### src/rtl/led_blink_ctrl.sv
// Command-driven LED sequencer: OFF / ON / BLINK / counted BURST, paced by a tick prescaler.
// Optional PWM dimming of the ON level is enabled by defining LED_DIM_EN (adds dim_level input).
module led_blink_ctrl #(
    parameter int TICK_CYCLES = 16777216,
    parameter int CNT_W       = 4
) (
    input  logic             clk,
    input  logic             rst,
    input  logic             cmd_valid,
    output logic             cmd_ready,
    input  logic [1:0]       cmd_mode,
    input  logic [CNT_W-1:0] cmd_count,
`ifdef LED_DIM_EN
    input  logic [3:0]       dim_level,
`endif
    output logic             busy,
    output logic             done,
    output logic             led,
    output logic [2:0]       dbg_state
);

    localparam int PW = $clog2(TICK_CYCLES);

    typedef enum logic [2:0] {
        S_OFF       = 3'd0,
        S_ON        = 3'd1,
        S_BLINK     = 3'd2,
        S_BURST_ON  = 3'd3,
        S_BURST_OFF = 3'd4,
        S_DONE      = 3'd5
    } state_t;

    // Handshake: a command transfers on a rising edge where cmd_valid && cmd_ready;
    // cmd_mode/cmd_count are sampled only then, and the requester holds valid while busy.
    state_t           state, state_d;
    logic [PW-1:0]    pre;
    logic [CNT_W-1:0] cnt, cnt_d;
    logic             led_q, led_d;
    logic             tick;
    logic             accept;

    assign tick      = (pre == PW'(TICK_CYCLES - 1));
    assign busy      = (state == S_BURST_ON) || (state == S_BURST_OFF) || (state == S_DONE);
    assign done      = (state == S_DONE);
    assign cmd_ready = !busy;
    assign accept    = cmd_valid && cmd_ready;
    assign dbg_state = state;

    // Prescaler free-runs in every state; acceptance restarts the phase timing.
    always_ff @(posedge clk or posedge rst) begin
        if (rst) begin
            pre <= '0;
        end else if (accept || tick) begin
            pre <= '0;
        end else begin
            pre <= pre + PW'(1);
        end
    end

    always_ff @(posedge clk or posedge rst) begin
        if (rst) begin
            state <= S_OFF;
            cnt   <= '0;
            led_q <= 1'b0;
        end else begin
            state <= state_d;
            cnt   <= cnt_d;
            led_q <= led_d;
        end
    end

    always_comb begin
        state_d = state;
        cnt_d   = cnt;
        led_d   = led_q;
        case (state)
            S_OFF, S_ON, S_BLINK: begin
                if (accept) begin
                    case (cmd_mode)
                        2'd0: begin
                            state_d = S_OFF;
                            led_d   = 1'b0;
                        end
                        2'd1: begin
                            state_d = S_ON;
                            led_d   = 1'b1;
                        end
                        2'd2: begin
                            state_d = S_BLINK;
                            led_d   = 1'b1;
                        end
                        default: begin
                            if (cmd_count != '0) begin
                                state_d = S_BURST_ON;
                                led_d   = 1'b1;
                                cnt_d   = cmd_count;
                            end else begin
                                state_d = S_DONE;
                                led_d   = 1'b0;
                            end
                        end
                    endcase
                end else if (state == S_BLINK && tick) begin
                    led_d = !led_q;
                end
            end
            S_BURST_ON: begin
                if (tick) begin
                    state_d = S_BURST_OFF;
                    led_d   = 1'b0;
                    cnt_d   = cnt - CNT_W'(1);
                end
            end
            S_BURST_OFF: begin
                // Counter was decremented on entry, so zero here means the last ON phase is done.
                if (tick) begin
                    if (cnt != '0) begin
                        state_d = S_BURST_ON;
                        led_d   = 1'b1;
                    end else begin
                        state_d = S_DONE;
                    end
                end
            end
            S_DONE: begin
                state_d = S_OFF;
                led_d   = 1'b0;
            end
            default: begin
                state_d = S_OFF;
                led_d   = 1'b0;
            end
        endcase
    end

`ifdef LED_DIM_EN
    logic [3:0] pwm_cnt;

    always_ff @(posedge clk or posedge rst) begin
        if (rst) begin
            pwm_cnt <= 4'd0;
        end else begin
            pwm_cnt <= pwm_cnt + 4'd1;
        end
    end

    assign led = led_q && (pwm_cnt <= dim_level);
`else
    assign led = led_q;
`endif

endmodule

### config.mk
export PLATFORM = sky130hd
export DESIGN_NAME = led_blink_ctrl
export DESIGN_NICKNAME = d
export VERILOG_FILES = /design/src/rtl/led_blink_ctrl.sv
export SDC_FILE = /design/constraint.sdc
export NUM_CORES = 1
export LEC_CHECK = 0
export BUFFER_PORTS_ARGS = -buffer_cell sky130_fd_sc_hd__buf_4
export CAP_MARGIN = 0
export CELL_PAD_IN_SITES_DETAIL_PLACEMENT = 0
export CELL_PAD_IN_SITES_GLOBAL_PLACEMENT = 1
export CORE_ASPECT_RATIO = 0.8
export CORE_UTILIZATION = 49
export DETAILED_ROUTE_END_ITERATION = 8
export PLACE_DENSITY_LB_ADDON = 0.1
export SYNTH_ARGS = -nofsm -noshare
export SYNTH_HDL_FRONTEND = slang
export SYNTH_SLANG_ARGS = --single-unit
### constraint.sdc
create_clock -name clk -period 5.4 [get_ports clk]
set_clock_uncertainty 0.2 [all_clocks]
set_input_delay 0.81 -clock clk [delete_from_list [all_inputs] [get_ports clk]]
set_output_delay 0.81 -clock clk [all_outputs]
set_load 0.005 [all_outputs]
==> results.toml <==
[run_status]
status = "complete, no violations"

[power]
p_comb_share_pct = 34.6
internal_power_w = 0.000480
p_leak_nw = 0.935
power_density_mw_per_mm2 = 347
clkPwrFrac_pct = 20.7
pwr-share-seq_pct = 44.6
vdd_drop_max_uv = 226
power_w = 0.000752
switchingPower_w = 0.000272
swShare_pct = 36.2

[yosys]
ys_seq_elements = 32
synth_ff_type = "dfrtp_1"
synthCells = 217
syn-num-nets = 232
synthArstFlopShare_pct = 100
netlist_top_cells_count = "nor2_1, dfrtp_1, nand2_1"
syn_avg_cell_area_sq_um = 8.97
synth_top_area_share_pct = 41.1
syn_area_sq_mm = 0.00195
synth_edf_count = 0
yosysMostFrequentCell = "nor2_1"
synth_area_leaders = "dfrtp_1, nor2_1, xnor2_1"
synth_top_area_cell = "dfrtp_1"
yosysWarnings = 0
seq_area_frac_synth_pct = 41.1
synth_cell_types = 47

[die]
die_h_um = 58.4
start_util_pct = 51.2
rows = 20
io_pins = 16
design.core.area_sq_mm = 0.00380
die_area_sq_mm = 0.00423
die_w_um = 72.5

[final_layout]
drive_gt1_share_pct = 14.8
fin_area_sq_mm = 0.00217
stdcell_count = 284
diodes = 0
fill_cells = 365
nets = 246
syn2layout_area_growth_pct = 11.2

[critical_path]
crit_buf_inv = 2
start_kind = "flip-flop"
cpMostUsedCell = "nor2_1"
crit_fanout = 12
worstPathArrival_ns = 1.86
worst-setup-path-type = "reg -> out"
cp-end-kind = "primary output"
critPathMaxStageDelay_ns = 0.54
reg2reg_depth = 6
crit_chain = "nand2_1 -> nor2_1 -> nor2_1 -> inv_1 -> buf_4"
critPathTopFamily = "simple AND/OR/NAND/NOR gates"
crit_required_ns = 4.39
crit_cells = 5
crit_slowest_cell = "dfrtp_1"

[placement]
dp_hpwl_mm = 2.78
placed_cell_area_sq_mm = 0.00210
gp_congestion = 0.818
dp_cells = 279
portBuffers = 15

[hold_path]
hold_path_class = "reg -> reg"
holdPathStages = 1

[global_route]
grt_pass1_wl_mm = 6.70
grt_max_degree = 33
antenna_found_initial = 0
track_usage_pct = 20.7
grt_pass1_vias = 1456
overflow = 0

[detailed_routing]
vias = 1527
wirelength_mm = 3.84
viasPerCell = 5.38
route.detailed.drc = 0
dr.pass1.iters = 4
ant_nets = 0
first_iter_violations = 73
wire_per_inst_um = 13.5

[flow_run]
drv_cap = 0

[sta]
fin_crit_ns = 2.87
tns_ns = 0
worst_slew_pin_slew_ns = 0.775
relSlewSlack_pct = 48.3
slew_violations = 0
rsz0062_at_grt = "false"
max_freq_ghz = 0.349
fin_crit_sh_pct = 53.1
setup_viol_count_final = 0
finalHoldViolations = 0

[cts]
cts_tree = "done"
hold_buffers = 0
insertion_delay_ns = 0.27
cts_resized = 0
cts_inserted_buffers = 5
cts.sinks = 32
postCtsSetupRepairBufs = 0
clockBufferDepth = 2
cts_max_level = 2
path_clk_slew_ns = 0.06
root_buffer = "clkbuf_8"
-- area by class of cell --
type	instances	area (sq um)	share of cell area, %
multi-input combinational	165	1070	49.2
sequential	32	801	37.0
timing repair buffer	16	120	5.55
clock buffer	5	68.8	3.18
tap	55	68.8	3.18
inverter	11	41.3	1.91
-- registers in the layout, indices dropped and copies added, names as in the netlist --
signal,cells
pre,24
dbg_state,3
cnt,4
led,1
-- per-stage QoR --
step	hold WS, ns	util, %	worst slack [ns]
finish	0.261	56.9	2.53
floorplan	0.224	-	3.02
global placement	0.236	55.1	2.81
global route	0.290	56.9	2.31
CTS	0.261	56.9	2.53
detailed placement	0.254	55.1	2.75
-- kinds of logic (layout without fill, tap and decap cells) --
group / Yosys count / in the layout / share of synthesized area (%)
and+or+nand+nor: 105 / 105 / 28.1
buffers and inverters: 20 / 32 / 4.11
xor gates and xnor gates: 22 / 22 / 9.90
DFF: 32 / 32 / 41.1
AOI/OAI and AO/OA: 31 / 31 / 12.3
muxes: 1 / 1 / 0.514
adders and majority gates: 6 / 6 / 3.86
-- power groups by stage --
stage          clock network (W)  logic [W]  registers, W
2_1_floorplan                  0   0.000202      0.000311
3_3_place_gp                   0   0.000254      0.000333
3_5_place_dp                   0   0.000262      0.000337
4_1_cts                 0.000162   0.000263      0.000334
5_1_grt                 0.000171   0.000296      0.000343
6_report                0.000156   0.000260      0.000335
-- layout by cell type, fill, tap and decap left out, types with 2 or more instances in the layout --
master	n
nand2_1	15
and4_1	2
dfrtp_1	32
xnor2_1	14
nand3_1	9
nor3b_1	2
nor2_1	36
nor3_1	5
nand2b_1	2
nor2b_1	2
buf_4	16
or4_1	2
inv_1	11
o21ai_0	4
or3_1	5
nor4_1	4
xor2_1	8
clkbuf_8	5
a21o_1	2
or2_2	5
a21oi_1	9
nand4_1	6
o32a_1	2
and2_1	3
ha_1	6
-- path summary, 6_finish.rpt --
path	startpoint	end	slack, ns
max	dbg_state[1]$_DFFE_PP0P_	busy	2.53
min	pre[0]$_DFF_PP0_	pre[0]$_DFF_PP0_	0.26
max reg2reg	pre[0]$_DFF_PP0_	pre[11]$_DFF_PP0_	2.78
min reg2reg	pre[0]$_DFF_PP0_	pre[0]$_DFF_PP0_	0.26
max in group asynchronous	rst	pre[1]$_DFF_PP0_	4.30
min in group asynchronous	rst	pre[8]$_DFF_PP0_	0.42
-- worst reg2reg max path, stage by stage (launching register included) --
cell and delay [ns]:
dfrtp_1 0.37, ha_1 0.24, nand3_1 0.10, or3_1 0.55
nor2_4 0.27, a21o_1 0.62, nor2_1 0.13
-- metal layers --
layer  track usage [%]  routed length (um)
met5                 0                   0
met4              6.44                  36
met3              5.65                 127
met2              30.7                1580
met1              29.5                2100
Note: power is estimated with default switching activity, not from simulation.
